## config.mk

```make
export PLATFORM = sky130hd
export DESIGN_NAME = fp_add_scheduler_flat
export DESIGN_NICKNAME = d
export VERILOG_FILES = /design/src/rtl/fp_sched_pkg.sv /design/src/rtl/fp_add_scheduler_if.sv /design/src/rtl/fp_add_scheduler_rr_arbiter.sv /design/src/rtl/fp_add_scheduler.sv /design/src/flat_wrapper.sv
export SDC_FILE = /design/constraint.sdc
export NUM_CORES = 1
export LEC_CHECK = 0
export ABC_AREA = 1
export BUFFER_PORTS_ARGS = -buffer_cell sky130_fd_sc_hd__clkbuf_2
export CORE_AREA = 5 5 155 157
export CTS_CLUSTER_DIAMETER = 30
export CTS_CLUSTER_SIZE = 40
export DETAILED_ROUTE_END_ITERATION = 12
export DIE_AREA = 0 0 160 162
export PLACE_DENSITY = 0.69
export SLEW_MARGIN = 20
export SYNTH_ARGS = -nofsm -noshare
export SYNTH_HDL_FRONTEND = slang
export SYNTH_SLANG_ARGS = --single-unit
```

## constraint.sdc

```tcl
create_clock -name iCLK -period 3.1 [get_ports iCLK]
set_clock_uncertainty 0.2 [all_clocks]
set_input_delay 0.155 -clock iCLK [delete_from_list [all_inputs] [get_ports iCLK]]
set_output_delay 0.155 -clock iCLK [all_outputs]
set_load 0.01 [all_outputs]
```

## src/rtl/fp_sched_pkg.sv

```systemverilog
// Shared types, FP32 constants and the round-robin pick helper for the
// FP adder scheduler.
package fp_sched_pkg;

    typedef logic [31:0] fp32_t;

    localparam fp32_t FP_ONE   = 32'h3F800000;
    localparam fp32_t FP_TWO   = 32'h40000000;
    localparam fp32_t FP_THREE = 32'h40400000;

    // Upper bound on requesters; rr_pick works on vectors of this width.
    localparam int MAX_REQ = 8;
    localparam int PTR_W   = 3;

    typedef struct packed {
        logic             found;
        logic [PTR_W-1:0] idx;
    } rr_pick_t;

    // First valid requester at or above ptr, wrapping modulo nreq.
    function automatic rr_pick_t rr_pick(input logic [MAX_REQ-1:0] valid,
                                         input logic [PTR_W-1:0]   ptr,
                                         input int                 nreq);
        rr_pick_t         res;
        int               pos;
        logic [PTR_W-1:0] posIdx;
        res = '0;
        for (int i = 0; i < MAX_REQ; i++) begin
            pos    = (int'(ptr) + i) % nreq;
            posIdx = PTR_W'(pos);
            if ((i < nreq) && !res.found && valid[posIdx]) begin
                res.found = 1'b1;
                res.idx   = posIdx;
            end
        end
        return res;
    endfunction

endpackage

```

## src/rtl/fp_add_scheduler_if.sv

```systemverilog
// Requester, adder and result signals of the FP adder scheduler.
// The scheduler uses the slave view; the surrounding logic uses master.
interface fp_add_scheduler_if #(
    parameter int NREQ = 4
);
    import fp_sched_pkg::*;

    logic [NREQ-1:0]         iREQ_VALID;
    logic [NREQ*32-1:0]      iREQ_A;
    logic [NREQ*32-1:0]      iREQ_B;
    logic [NREQ-1:0]         iREQ_ADD;
    logic [NREQ-1:0]         oREQ_READY;
    logic                    iFLUSH;
    fp32_t                   oADD_A;
    fp32_t                   oADD_B;
    logic                    oADD_ADDSUB;
    fp32_t                   iADD_RESULT;
    logic                    oRES_VALID;
    logic [$clog2(NREQ)-1:0] oRES_TAG;
    fp32_t                   oRES_DATA;
    logic                    oIDLE;

    modport slave (
        input  iREQ_VALID, iREQ_A, iREQ_B, iREQ_ADD, iFLUSH, iADD_RESULT,
        output oREQ_READY, oADD_A, oADD_B, oADD_ADDSUB,
        output oRES_VALID, oRES_TAG, oRES_DATA, oIDLE
    );

    modport master (
        output iREQ_VALID, iREQ_A, iREQ_B, iREQ_ADD, iFLUSH, iADD_RESULT,
        input  oREQ_READY, oADD_A, oADD_B, oADD_ADDSUB,
        input  oRES_VALID, oRES_TAG, oRES_DATA, oIDLE
    );

endinterface

```

## src/rtl/fp_add_scheduler_rr_arbiter.sv

```systemverilog
// Round-robin arbiter: one-hot grant from the pointer upward, pointer moves
// past the winner after every handshake.
module rr_arbiter
    import fp_sched_pkg::*;
#(
    parameter int NREQ = 4
) (
    input  logic                    i_clk,
    input  logic                    i_rst_n,
    input  logic [NREQ-1:0]         i_valid,
    input  logic                    i_block,
    output logic [NREQ-1:0]         o_grant,
    output logic [$clog2(NREQ)-1:0] o_grant_idx
);
    localparam int IDX_W = $clog2(NREQ);

    logic [IDX_W-1:0]   r_ptr;
    logic [MAX_REQ-1:0] w_valid_ext;
    rr_pick_t           w_pick;
    logic [NREQ-1:0]    w_grant;
    logic [IDX_W-1:0]   w_grant_idx;
    logic               w_hs;

    // Pick the winner and expand it into a one-hot grant, suppressed while blocked.
    always_comb begin
        w_valid_ext             = '0;
        w_valid_ext[NREQ-1:0]   = i_valid;
        w_pick                  = rr_pick(w_valid_ext, PTR_W'(r_ptr), NREQ);
        w_grant                 = '0;
        w_grant_idx             = '0;
        for (int k = 0; k < NREQ; k++) begin
            if (w_pick.found && !i_block && (w_pick.idx == PTR_W'(k))) begin
                w_grant[k]  = 1'b1;
                w_grant_idx = IDX_W'(k);
            end
        end
    end

    assign w_hs        = |(i_valid & w_grant);
    assign o_grant     = w_grant;
    assign o_grant_idx = w_grant_idx;

    // Advance the pointer just past the requester that completed a handshake.
    always_ff @(posedge i_clk or negedge i_rst_n) begin
        if (!i_rst_n) begin
            r_ptr <= '0;
        end else if (w_hs) begin
            r_ptr <= (w_grant_idx == IDX_W'(NREQ - 1)) ? '0 : w_grant_idx + IDX_W'(1);
        end
    end

endmodule

```

## src/rtl/fp_add_scheduler.sv

```systemverilog
// Shares one free-running pipelined FP32 adder among NREQ requesters.
// A tag pipe matched to the adder latency marks which adder outputs are real
// and who owns them; everything else coming out of the adder is ignored.
module fp_add_scheduler
    import fp_sched_pkg::*;
#(
    parameter int NREQ    = 4,
    parameter int ADD_LAT = 7
) (
    input logic               iCLK,
    input logic               iRST_N,
    fp_add_scheduler_if.slave bus
);
    localparam int TAG_W = $clog2(NREQ);
    localparam int CNT_W = $clog2(ADD_LAT + 2);

    logic [NREQ-1:0]              w_grant;
    logic [TAG_W-1:0]             w_grant_idx;
    logic                         w_block;
    logic                         w_hs;
    logic                         w_complete;
    fp32_t                        w_sel_a;
    fp32_t                        w_sel_b;
    logic                         w_sel_add;

    fp32_t                        r_add_a;
    fp32_t                        r_add_b;
    logic                         r_add_addsub;
    logic [ADD_LAT:0]             r_pipe_valid;
    logic [ADD_LAT:0][TAG_W-1:0]  r_pipe_tag;
    logic                         r_res_valid;
    logic [TAG_W-1:0]             r_res_tag;
    fp32_t                        r_res_data;
    logic [CNT_W-1:0]             r_inflight;

    // Reset is folded into the block so READY is forced low while held in reset.
    assign w_block = bus.iFLUSH | ~iRST_N;

    rr_arbiter #(
        .NREQ (NREQ)
    ) u_arb (
        .i_clk       (iCLK),
        .i_rst_n     (iRST_N),
        .i_valid     (bus.iREQ_VALID),
        .i_block     (w_block),
        .o_grant     (w_grant),
        .o_grant_idx (w_grant_idx)
    );

    assign w_hs       = |(bus.iREQ_VALID & w_grant);
    assign w_complete = r_pipe_valid[ADD_LAT];

    // Route the granted requester's operands toward the adder input registers.
    always_comb begin
        w_sel_a   = '0;
        w_sel_b   = '0;
        w_sel_add = 1'b1;
        for (int k = 0; k < NREQ; k++) begin
            if (w_grant[k]) begin
                w_sel_a   = bus.iREQ_A[32*k +: 32];
                w_sel_b   = bus.iREQ_B[32*k +: 32];
                w_sel_add = bus.iREQ_ADD[k];
            end
        end
    end

    // Adder operand registers only load on a handshake and otherwise hold.
    always_ff @(posedge iCLK or negedge iRST_N) begin
        if (!iRST_N) begin
            r_add_a      <= '0;
            r_add_b      <= '0;
            r_add_addsub <= 1'b1;
        end else if (w_hs) begin
            r_add_a      <= w_sel_a;
            r_add_b      <= w_sel_b;
            r_add_addsub <= w_sel_add;
        end
    end

    // Tag pipe shadows the adder: stage 0 is loaded with this edge's handshake.
    always_ff @(posedge iCLK or negedge iRST_N) begin
        if (!iRST_N) begin
            r_pipe_valid <= '0;
            r_pipe_tag   <= '0;
        end else begin
            r_pipe_valid <= {r_pipe_valid[ADD_LAT-1:0], w_hs};
            r_pipe_tag   <= {r_pipe_tag[ADD_LAT-1:0], w_grant_idx};
        end
    end

    // Capture the adder result on the edge where its tag leaves the pipe.
    always_ff @(posedge iCLK or negedge iRST_N) begin
        if (!iRST_N) begin
            r_res_valid <= 1'b0;
            r_res_tag   <= '0;
            r_res_data  <= '0;
        end else begin
            r_res_valid <= w_complete;
            if (w_complete) begin
                r_res_tag  <= r_pipe_tag[ADD_LAT];
                r_res_data <= bus.iADD_RESULT;
            end
        end
    end

    // In-flight count: up on issue, down as a result is captured, hold if both.
    always_ff @(posedge iCLK or negedge iRST_N) begin
        if (!iRST_N) begin
            r_inflight <= '0;
        end else begin
            case ({w_hs, w_complete})
                2'b10:   r_inflight <= r_inflight + CNT_W'(1);
                2'b01:   r_inflight <= r_inflight - CNT_W'(1);
                default: r_inflight <= r_inflight;
            endcase
        end
    end

    assign bus.oREQ_READY  = w_grant;
    assign bus.oADD_A      = r_add_a;
    assign bus.oADD_B      = r_add_b;
    assign bus.oADD_ADDSUB = r_add_addsub;
    assign bus.oRES_VALID  = r_res_valid;
    assign bus.oRES_TAG    = r_res_tag;
    assign bus.oRES_DATA   = r_res_data;
    assign bus.oIDLE       = (r_inflight == '0) && (w_grant == '0);

endmodule

```

## src/flat_wrapper.sv

```systemverilog
// flat-port wrapper written by rule: the top's interface ports become plain ports
module fp_add_scheduler_flat import fp_sched_pkg::*;
#(
    parameter int NREQ    = 4,
    parameter int ADD_LAT = 7
)
  (iCLK, iRST_N, bus_iREQ_VALID, bus_iREQ_A, bus_iREQ_B, bus_iREQ_ADD, bus_iFLUSH, bus_iADD_RESULT, bus_oREQ_READY, bus_oADD_A, bus_oADD_B, bus_oADD_ADDSUB, bus_oRES_VALID, bus_oRES_TAG, bus_oRES_DATA, bus_oIDLE);
  fp_add_scheduler_if #(.NREQ(NREQ)) bus_i ();
  input logic iCLK;
  input logic iRST_N;
  input wire logic [$bits(bus_i.iREQ_VALID)-1:0] bus_iREQ_VALID;
  input wire logic [$bits(bus_i.iREQ_A)-1:0] bus_iREQ_A;
  input wire logic [$bits(bus_i.iREQ_B)-1:0] bus_iREQ_B;
  input wire logic [$bits(bus_i.iREQ_ADD)-1:0] bus_iREQ_ADD;
  input wire logic [$bits(bus_i.iFLUSH)-1:0] bus_iFLUSH;
  input wire logic [$bits(bus_i.iADD_RESULT)-1:0] bus_iADD_RESULT;
  output wire logic [$bits(bus_i.oREQ_READY)-1:0] bus_oREQ_READY;
  output wire logic [$bits(bus_i.oADD_A)-1:0] bus_oADD_A;
  output wire logic [$bits(bus_i.oADD_B)-1:0] bus_oADD_B;
  output wire logic [$bits(bus_i.oADD_ADDSUB)-1:0] bus_oADD_ADDSUB;
  output wire logic [$bits(bus_i.oRES_VALID)-1:0] bus_oRES_VALID;
  output wire logic [$bits(bus_i.oRES_TAG)-1:0] bus_oRES_TAG;
  output wire logic [$bits(bus_i.oRES_DATA)-1:0] bus_oRES_DATA;
  output wire logic [$bits(bus_i.oIDLE)-1:0] bus_oIDLE;
  assign bus_i.iREQ_VALID = bus_iREQ_VALID;
  assign bus_i.iREQ_A = bus_iREQ_A;
  assign bus_i.iREQ_B = bus_iREQ_B;
  assign bus_i.iREQ_ADD = bus_iREQ_ADD;
  assign bus_i.iFLUSH = bus_iFLUSH;
  assign bus_i.iADD_RESULT = bus_iADD_RESULT;
  assign bus_oREQ_READY = bus_i.oREQ_READY;
  assign bus_oADD_A = bus_i.oADD_A;
  assign bus_oADD_B = bus_i.oADD_B;
  assign bus_oADD_ADDSUB = bus_i.oADD_ADDSUB;
  assign bus_oRES_VALID = bus_i.oRES_VALID;
  assign bus_oRES_TAG = bus_i.oRES_TAG;
  assign bus_oRES_DATA = bus_i.oRES_DATA;
  assign bus_oIDLE = bus_i.oIDLE;
  fp_add_scheduler #(.NREQ(NREQ), .ADD_LAT(ADD_LAT)) u_core (.iCLK(iCLK), .iRST_N(iRST_N), .bus(bus_i));
endmodule
```

# Yosys cells after proc, flatten, opt, wreduce, memory -nomap -nowiden
# Index checks and enable logic that the tools add are counted.
[totals]
ff_bits = 130
in_bits = 299
output_inout_bits = 105
wordCells = 93
[classes]
addsub = 6
n_lt_le_gt_ge = 4
eq_ne = 6
n_mux = 33
n_bitwise = 6
n_reduce_logical = 21
[op_table]
columns = ["op", "count"]
rows = [
  ["2-to-1 mux 32 bit", 8],
  ["2-to-1 mux 4 bit", 4],
  ["2-to-1 mux 1 bit", 13],
  ["less-than comparator 3 x 4 -> 1 bit (second input constant)", 3],
  ["binary-select mux 1 bit (select 3 bit)", 3],
  ["logical AND 1 bit", 9],
  ["logical NOT 4 bit", 2],
  ["case mux 4 bit (2 select lines)", 1],
  ["equality test 3 x 2 -> 1 bit (second input constant)", 2],
  ["2-to-1 mux 2 bit", 3],
  ["OR reduction 2 bit", 3],
  ["adder 2 x 1 -> 2 bit (second input constant)", 2],
  ["adder 2 bit (second input constant)", 2],
  ["adder 4 x 1 -> 4 bit (second input constant)", 1],
  ["bitwise AND 4 bit", 1],
  ["equality test 2 bit (second input constant)", 2],
  ["logical NOT 1 bit", 4],
  ["less-than comparator 2 x 4 -> 1 bit (second input constant)", 1],
  ["OR reduction 4 bit", 1],
  ["subtractor 4 x 1 -> 4 bit (second input constant)", 1],
  ["bitwise AND 1 bit (first input constant)", 3],
  ["equality test 3 x 1 -> 1 bit (second input constant)", 1],
  ["logical NOT 3 bit", 1],
  ["binary-select mux 1 bit (select 2 bit)", 1],
  ["other kinds (4)", 4],
]

# Depth between registers and ports, before layout
# Gate-level depths: netlist of the first run.
[logic_depth]
word_depth = 20
mapped_depth = 19
depth_no_buf = 17

# Modules after synthesis
# Synthesis of the first run repeated with hierarchy kept, for this count alone.
[hier_totals]
hier_cells = 1072
area_unflattened_um2 = 7577.3
[modules_own_cells]
columns = ["mod", "n_inst", "cells_each", "area_each_um2", "seq_area_each_um2"]
rows = [
  ["fp_add_scheduler", 1, 981, 7088.0, 3204.3],
  ["rr_arbiter", 1, 91, 489.2, 50.0],
]

# Worst setup path before layout of the first run
# Ideal clock, no wire load.
[synth_path]
path_kind = "register to register"
startpoint = "reg u_core.u_arb.r_ptr[0]"
endpoint = "reg u_core.r_inflight[3]"
setup_ns = 0.121
arrival_time_ns = 2.549
required_time_ns = 2.779
slack_ns = 0.230
path_stages_with_launch = 19
n_path_buf = 2
synth_period_minus_slack_ns = 2.870
cell_sequence = "dfrtp_1 buf_6 inv_8 nand2_2 nand3_1 nand2_1 nor2_2 nand3_2 nand2_4 clkbuf_1 ha_1 ha_1 nand2_1 nor2_1 a211oi_1 nor2_1 nor2_1 nand2_1 xor2_1"
[synth_via]
elab_chain_len = 20
elab_cells_between_ends = 46
classes_between = "add/sub (3); eq/ne (5); mux (17); bitwise (4); reduce/logical (17)"
[synth_rtl]
columns = ["element", "line", "text"]
rows = [
  ["start, declared", "fp_add_scheduler_rr_arbiter.sv:17", "logic [IDX_W-1:0] r_ptr;"],
  ["start signal, assigned", "fp_add_scheduler_rr_arbiter.sv:48", "r_ptr <= (w_grant_idx == IDX_W'(NREQ - 1)) ? '0 : w_grant_idx + IDX_W'(1);"],
  ["adder 2 x 1 -> 2 bit", "fp_sched_pkg.sv:29", "pos = (int'(ptr) + i) % nreq;"],
  ["OR reduction 2 bit (no line)", "--", ""],
  ["bitwise AND 1 bit (no line)", "--", ""],
  ["binary-select mux 1 bit (select 3 bit)", "fp_sched_pkg.sv:31", "if ((i < nreq) && !res.found && valid[posIdx]) begin"],
  ["2-to-1 mux 1 bit (implied by the code)", "fp_sched_pkg.sv:31", ""],
  ["logical AND 1 bit", "fp_sched_pkg.sv:31", ""],
  ["2-to-1 mux 4 bit", "fp_sched_pkg.sv:31", ""],
  ["logical NOT 1 bit", "fp_sched_pkg.sv:31", ""],
  ["(+4 left out)", "--", ""],
  ["2-to-1 mux 4 bit (*)", "fp_sched_pkg.sv:31", ""],
  ["equality test 3 x 1 -> 1 bit (tied with other cells)", "fp_add_scheduler_rr_arbiter.sv:32", "if (w_pick.found && !i_block && (w_pick.idx == PTR_W'(k))) begin"],
  ["logical AND 1 bit", "fp_add_scheduler_rr_arbiter.sv:32", ""],
  ["2-to-1 mux 1 bit", "fp_add_scheduler_rr_arbiter.sv:32", ""],
  ["bitwise AND 4 bit (*)", "fp_add_scheduler.sv:50", "assign w_hs = |(bus.iREQ_VALID & w_grant);"],
  ["OR reduction 4 bit (*)", "fp_add_scheduler.sv:50", ""],
  ["equality test 2 x 1 -> 1 bit / equality test 2 bit (equally long branches)", "fp_add_scheduler.sv:111", "case ({w_hs, w_complete})"],
  ["case mux 4 bit (2 select lines) / nonzero test 2 bit (equally long branches)", "--", ""],
  ["end signal, assigned", "fp_add_scheduler.sv:112", "2'b10: r_inflight <= r_inflight + CNT_W'(1);"],
  ["end signal, assigned", "fp_add_scheduler.sv:113", "2'b01: r_inflight <= r_inflight - CNT_W'(1);"],
  ["end signal, assigned", "fp_add_scheduler.sv:114", "default: r_inflight <= r_inflight;"],
  ["end, declared", "fp_add_scheduler.sv:34", "logic [CNT_W-1:0] r_inflight;"],
]
# Every way passes the cells marked *; elsewhere a longest branch is shown, timed or not. The select of a mux whose other input is x is not followed.
# A chain may end at the register's enable or synchronous reset.

# Worst setup path after layout of the first run
[layout_path]
startpoint = "reg u_core.u_arb.r_ptr[0]"
endpoint = "out bus_oREQ_READY[3]"
[layout_via]
elab_chain_len = 16
elab_cells_between_ends = 31
classes_between = "add/sub (3); eq/ne (1); mux (13); bitwise (3); reduce/logical (11)"
[layout_rtl]
columns = ["element", "line", "text"]
rows = [
  ["adder 2 x 1 -> 2 bit", "fp_sched_pkg.sv:29", ""],
  ["OR reduction 2 bit (no line)", "--", ""],
  ["bitwise AND 1 bit (no line)", "--", ""],
  ["binary-select mux 1 bit (select 3 bit)", "fp_sched_pkg.sv:31", ""],
  ["2-to-1 mux 1 bit (implied by the code)", "fp_sched_pkg.sv:31", ""],
  ["logical AND 1 bit", "fp_sched_pkg.sv:31", ""],
  ["2-to-1 mux 4 bit", "fp_sched_pkg.sv:31", ""],
  ["logical NOT 1 bit", "fp_sched_pkg.sv:31", ""],
  ["logical AND 1 bit", "fp_sched_pkg.sv:31", ""],
  ["2-to-1 mux 4 bit", "fp_sched_pkg.sv:31", ""],
  ["logical NOT 1 bit", "fp_sched_pkg.sv:31", ""],
  ["logical AND 1 bit", "fp_sched_pkg.sv:31", ""],
  ["2-to-1 mux 4 bit (*)", "fp_sched_pkg.sv:31", ""],
  ["equality test 3 x 2 -> 1 bit / logical AND 1 bit (equally long branches)", "fp_add_scheduler_rr_arbiter.sv:32", ""],
  ["logical AND 1 bit (*)", "fp_add_scheduler_rr_arbiter.sv:32", ""],
  ["2-to-1 mux 1 bit (*)", "fp_add_scheduler_rr_arbiter.sv:32", ""],
  ["end, declared", "flat_wrapper.sv:17", "output wire logic [$bits(bus_i.oREQ_READY)-1:0] bus_oREQ_READY;"],
]
# Marked as above.

==> impl_metrics.csv, run 1 <==
group,metric,value,unit
status,status,"completed",
global_route,grt_util_met1,29.24,%
place,io_buffers,403,
power,vdd_drop_max,0.4413,mV
place,place_ws,0.1938,ns
critical_path,cp.arrival,2.65,ns
place,place_area,9158,um2
sta,tightest_slew,0.9204,ns
sta,slew_viol_final,0,
logic_synthesis,synth_xor_area_share,0.3762,%
sta,relSlewSlack,38.64,%
global_route,met3_usage,7.790,%
floorplanning,die-area,25920,um2
floorplanning,die_h,162,um
hold_path,min-delay-start,"bus_iFLUSH",
sta,period_share,96.88,%
power,p_leak,6.859,nW
floorplanning,rows,55,
global_route,grt_max_degree,75,
logic_synthesis,async_flop_share,100.0,%
clock_network,clk_pin_slew,0.07,ns
route,antenna_left,0,
place,gp_congestion,0.8848,
final_layout,ff_latch_area,3256,um2
floorplanning,ios,404,
floorplanning,start_util,31.23,%
clock_network,cts_buffers,17,
sta,hold_viol_final,0,
logic_synthesis,synthMuxAreaShare,5.482,%
critical_path,rr_startpoint,"u_core.u_arb.r_ptr[0]$_DFFE_PN0P_",
critical_path,end_kind,"primary output",
route,routedWlPerCell,18.03,um
logic_synthesis,seq_area_frac_synth,46.60,%
logic_synthesis,synth.cell_area,6984,um2
logic_synthesis,yosys.cell_types.count,35,
global_route,grt_pass1_wl,52.61,mm
logic_synthesis,synth_most_common_cell,"nand2_1",
logic_synthesis,synth_edf_count,0,
critical_path,crit_start,"u_core.u_arb.r_ptr[0]$_DFFE_PN0P_",
sta,setup_ws,0.09657,ns
final_layout,multi_input_area,3063,um2
logic_synthesis,netlist.area_leader.share,46.22,%
final_layout,n_fill_cell,1758,
logic_synthesis,synthesis.nets,1207,
logic_synthesis,synth-compound-area-share,5.088,%
logic_synthesis,synthFlopType,"dfrtp_1",
final_layout,drive_above_1_share,33.73,%
logic_synthesis,netlist_top_cells_count,"392 x nand2_1, 129 x dfrtp_1, 79 x inv_1",
power,power_density,766.2,nW/um2
route,vias,9191,
logic_synthesis,synth_warnings,0,
place,place.detailed.hpwl,18.92,mm
critical_path,critPathKind,"flop to primary output",
hold_path,hold_path_class,"primary input to flop",
logic_synthesis,synth_area_leaders,"dfrtp_1 46%, nand2_1 21%, mux2_2 5.5%, nand3_1 5.2%, inv_1 4.2%",
sta,fmax,0.3330,GHz
clock_network,htreeDepth,4,
sta,fin_crit,3.003,ns
route,drt-total-wl,33.95,mm
global_route,use_met2,41.77,%
critical_path,critPathRequiredTime,2.74,ns
logic_synthesis,synth_top_family_by_area,"simple AND/OR/NAND/NOR gates",
clock_network,cts_tree,"built",
clock_network,clockBufferDepth,2,
global_route,grt_usage,25.34,%
final_layout,finish.instance_area,12800,um2
final_layout,num_antenna_cells,0,
sta,rsz0062_at_grt,"true",
logic_synthesis,syn_area_per_cell,7.726,um2
clock_network,cts_sinks,130,
run,maxCapViolations,0,
critical_path,cp-start-kind,"flop",
global_route,grt_overflow,0,
clock_network,clk_latency,0.41,ns
clock_network,cts_root_buf,"clkbuf_16",
route,drtIter0Drc,847,
final_layout,utilization,57.24,%
global_route,busiest_layer,"met2",
logic_synthesis,yosys.area.top_type,"dfrtp_1",
sta,fin_worst_hold_slack,0.1302,ns
floorplanning,die_w,160,um
logic_synthesis,ys_ff_latch,130,
logic_synthesis,synth-adder-area-share,0.8241,%
clock_network,post-cts-setup-buffers,0,
route,drt_pass1_iterations,6,
sta,fin_tns_setup,0,ns
logic_synthesis,synth_simple_gate_area_share,31.94,%
final_layout,area_delta_synth_final,83.29,%
route,viasPerCell,4.881,
global_route,antenna_found_initial,0,
logic_synthesis,synth_cells,904,
sta,finalSetupViolCount,0,
global_route,grt_pass1_vias,9729,
critical_path,cp_max_fo,42,
final_layout,nets,1888,
route,drc,0,
floorplanning,core_region_area,22370,um2
[layout make-up]
| class | count | share of cell area, % |
|---|---|---|
| clock buffers | 17 | 3.323 |
| inverters | 88 | 2.698 |
| well taps | 285 | 2.786 |
| multi-input cells | 639 | 23.93 |
| repair buffers | 709 | 40.16 |
| clock inverters | 15 | 1.671 |
| flip-flops and latches | 130 | 25.43 |
[where the power goes]
part | internal (mW) | switching [mW] | leakage (nW)
registers | 2.46 | 0.439 | 1.60
clock network | 1.25 | 0.901 | 0.314
logic | 1.82 | 2.94 | 4.95
total | 5.52 | 4.28 | 6.86
[layout by cell type, fill, tap and decap left out, types with 4 or more instances in the layout]
cell	count
o21ai_1	41
clkbuf_2	402
mux2_2	34
nand2_1	392
nand3_1	73
inv_2	6
dlygate4sd3_1	293
buf_4	6
nand2_2	37
dfrtp_1	128
inv_8	9
inv_1	79
nor2_4	4
nor2_1	13
clkbuf_16	18
o21ai_0	27
[sequential cells by signal, indices dropped and copies added (netlist names)]
register                count
u_core.bus.oADD_A          32
u_core.bus.oADD_ADDSUB      1
u_core.bus.oADD_B          32
u_core.bus.oRES_DATA       32
u_core.bus.oRES_TAG         2
u_core.bus.oRES_VALID       1
u_core.r_inflight           4
u_core.r_pipe_tag          16
u_core.r_pipe_valid         8
u_core.u_arb.r_ptr          2
[timing repair]
item	in CTS	in global routing
endpoints found under the hold margin	153	0
endpoints found under the setup margin	5	9
resized for setup	3	2
gates cloned	1	1
pin swaps	0	1
hold buffers	293	0
[logic make-up (layout without fill, tap and decap cells)]
| family | after synthesis | count (layout) |
|---|---|---|
| buffers and inverters | 135 | 829 |
| multiplexers | 34 | 34 |
| AND/OR/NAND/NOR | 528 | 528 |
| XOR/XNOR | 3 | 3 |
| adder cells (fa/ha/maj) | 4 | 4 |
| flip-flops | 130 | 130 |
| AO/OA/AOI/OAI | 70 | 70 |
[metrics by stage]
stage                     std cells  power [mW]
after CTS                      1882       9.627
after floorplan                 904       5.600
after global routing           1883       10.42
after detailed placement       1556       7.050
final                          1883       9.808
after global placement         1556       6.939
[layer usage]
metal | up-vias | wire (um) | share of wire (%)
met3 | 138 | 3529 | 10
met1 | 4203 | 12620 | 37
met4 | 0 | 1790 | 5.3
li1 | 4153 | - | -
met5 | - | 0 | 0
met2 | 697 | 16010 | 47
[critical path, cell delays in order (launching register included)]
cell and delay [ns]:
dfrtp_2 0.50, inv_8 0.12, nand2_2 0.06, nand3_1 0.09
nand2_1 0.10, nor2_2 0.18, nand3_1 0.11, nand3_2 0.11
nand2_4 0.10, inv_8 0.20, nand2_2 0.11, inv_2 0.13
buf_12 0.22, clkbuf_2 0.17
[path summary, 6_finish.rpt]
check                                                      end  slack (ns)  depth (start not counted)
min in group asynchronous  u_core.bus.oRES_DATA[6]$_DFFE_PN0P_        0.32                          3
max reg2reg                  u_core.bus.oADD_B[30]$_DFFE_PN0P_        0.19                         14
max in group asynchronous    u_core.u_arb.r_ptr[0]$_DFFE_PN0P_        0.94                          4
min                           u_core.r_inflight[0]$_DFFE_PN0P_        0.13                          5
min reg2reg                   u_core.r_pipe_valid[6]$_DFF_PN0_        0.14                          0
max                                          bus_oREQ_READY[3]         0.1                         13
(Power assumes the default switching activity.)
==> inputs of run 2 (changes only) <==
--- a/config.mk
+++ b/config.mk
@@ -7,12 +7,13 @@
 export LEC_CHECK = 0
 export ABC_AREA = 1
 export BUFFER_PORTS_ARGS = -buffer_cell sky130_fd_sc_hd__clkbuf_2
-export CORE_AREA = 5 5 155 157
+export CORE_ASPECT_RATIO = 0.6
+export CORE_MARGIN = 5
+export CORE_UTILIZATION = 35
 export CTS_CLUSTER_DIAMETER = 30
 export CTS_CLUSTER_SIZE = 40
 export DETAILED_ROUTE_END_ITERATION = 12
-export DIE_AREA = 0 0 160 162
-export PLACE_DENSITY = 0.69
+export PLACE_DENSITY = 0.75
 export SLEW_MARGIN = 20
 export SYNTH_ARGS = -nofsm -noshare
 export SYNTH_HDL_FRONTEND = slang
==> impl_metrics.csv, run 2 (same netlist as run 1, synthesis figures left out) <==
group,metric,value,unit
sta,slew_viol_final,0,
global_route,use_met2,46.70,%
global_route,grt_overflow,0,
place,io_buffers,403,
critical_path,cp-start-kind,"flop",
clock_network,clockBufferDepth,2,
critical_path,critPathKind,"flop to flop",
clock_network,cts_buffers,17,
global_route,met3_usage,12.86,%
run,maxCapViolations,0,
final_layout,drive_above_1_share,34.39,%
critical_path,path_buf_inv,3,
floorplanning,ios,404,
critical_path,rr_startpoint,"u_core.u_arb.r_ptr[0]$_DFFE_PN0P_",
critical_path,max_stage_delay,0.57,ns
critical_path,worstPathCellList,"buf_4 -> nand2_1 -> nand3_1 -> nand2_1 -> nor2_4 -> nand3_2 -> nand2_8 -> buf_4 -> nor2_4 -> nand3_1 -> nand2_1 -> nor2_1 -> nor2_1 -> dlygate4sd3_1 -> nor2_1",
sta,fin_tns_setup,0,ns
final_layout,layout_commonest_cell,"clkbuf_2",
sta,fmax,0.3337,GHz
hold_path,hold_path_class,"flop to flop",
critical_path,end_kind,"flop",
route,vias,9675,
power,p_leak,6.944,nW
critical_path,cp_max_fo,12,
clock_network,cts_tree,"built",
floorplanning,die_h,119.4,um
global_route,grt_pass1_wl,54.23,mm
critical_path,critPathRequiredTime,3.25,ns
floorplanning,start_util,35.24,%
global_route,grt_usage,30.45,%
critical_path,crit_start,"u_core.u_arb.r_ptr[0]$_DFFE_PN0P_",
sta,hold_viol_final,0,
floorplanning,rows,40,
sta,tightest_slew,1.030,ns
sta,period_share,96.67,%
route,drc,0,
final_layout,multi_input_area,3099,um2
floorplanning,die-area,22970,um2
critical_path,crit_slowest_cell,"dlygate4sd3_1",
final_layout,nets,1901,
global_route,busiest_layer,"met2",
hold_path,min-delay-start,"u_core.r_pipe_tag[9]$_DFF_PN0_",
floorplanning,core_region_area,19820,um2
sta,fin_crit,2.997,ns
place,place.detailed.hpwl,18.24,mm
sta,rsz0062_at_grt,"false",
sta,fin_worst_hold_slack,0.1466,ns
final_layout,n_fill_cell,1360,
sta,relSlewSlack,31.25,%
global_route,grt_max_degree,131,
route,drt-total-wl,37.16,mm
global_route,grt_util_met1,34.01,%
route,drtIter0Drc,927,
sta,finalSetupViolCount,0,
clock_network,cts_root_buf,"clkbuf_16",
global_route,antenna_found_initial,5,
route,routedWlPerCell,19.68,um
place,gp_congestion,0.9070,
clock_network,htreeDepth,4,
power,power_density,784.1,nW/um2
clock_network,cts_sinks,130,
floorplanning,die_w,192.4,um
status,status,"completed",
critical_path,cp.arrival,3.15,ns
clock_network,clk_pin_slew,0.07,ns
route,viasPerCell,5.124,
final_layout,final_cell_mix,"402 x clkbuf_2, 392 x nand2_1, 292 x dlygate4sd3_1",
power,vdd_drop_max,0.4988,mV
final_layout,area_delta_synth_final,85.81,%
route,drt_pass1_iterations,6,
global_route,grt_pass1_vias,10010,
final_layout,ff_latch_area,3256,um2
route,antenna_left,0,
clock_network,clk_latency,0.41,ns
critical_path,crit_family,"simple AND/OR/NAND/NOR gates",
[run 2: routing by layer]
metal,wire (um),up-vias
met4,2484,2
met1,12920,4363
met5,7,-
met2,16880,880
li1,-,4200
met3,4865,230
[run 2: area by class of cell]
type,count,area share (%)
clock inverters,15,1.379
flip-flops and latches,130,25.09
repair buffers,720,41.02
inverters,88,2.642
well taps,273,2.632
multi-input cells,641,23.88
diodes,4,0.07713
clock buffers,17,3.278
[run 2: stage by stage]
stage | power [mW] | utilization [%] | cell area (um2) | instances | setup WS (ns)
floorplan | 5.600 | - | 6984 | 904 | 0.2298
global placement | 7.026 | 46.33 | 9183 | 1546 | 0.09661
global route | 10.74 | 65.48 | 12980 | 1888 | 0.01052
detailed placement | 7.141 | 46.33 | 9183 | 1546 | -0.02443
CTS | 9.638 | 64.49 | 12780 | 1873 | -0.07924
finish | 10.18 | 65.48 | 12980 | 1888 | 0.1033
[run 2: report_power, final]
group          internal (mW)  switching (mW)  total (mW)
logic                   2.04            3.22        5.26
registers               2.46           0.450        2.91
clock network           1.09           0.911        2.00
[run 2: what timing repair did]
item                                   CTS  global route
endpoints found under the hold margin  227             0
hold buffers                           292             0
setup endpoints to repair               38            50
setup buffers                            1             8
gates resized for setup                  7            10
pin swaps                                1             3
cloned                                   2             3
[run 2: path summary, 6_finish.rpt]
path	end	cells past startpoint	slack (ns)
setup / recovery	u_core.bus.oADD_ADDSUB$_DFFE_PN1P_	15	0.10
hold / removal	u_core.r_pipe_tag[11]$_DFF_PN0_	0	0.15
setup reg to reg	u_core.bus.oADD_ADDSUB$_DFFE_PN1P_	15	0.10
hold reg to reg	u_core.r_pipe_tag[11]$_DFF_PN0_	0	0.15
max in group asynchronous	u_core.u_arb.r_ptr[0]$_DFFE_PN0P_	3	1.85
min in group asynchronous	u_core.r_pipe_tag[13]$_DFF_PN0_	3	0.32
[run 2: worst reg2reg max path: stages, from the launching register on]
cell,delay (ns)
dfrtp_2,0.46
buf_4,0.16
nand2_1,0.09
nand3_1,0.11
nand2_1,0.17
nor2_4,0.06
nand3_2,0.11
nand2_8,0.08
buf_4,0.18
nor2_4,0.37
nand3_1,0.12
nand2_1,0.08
nor2_1,0.04
nor2_1,0.08
dlygate4sd3_1,0.57
nor2_1,0.05
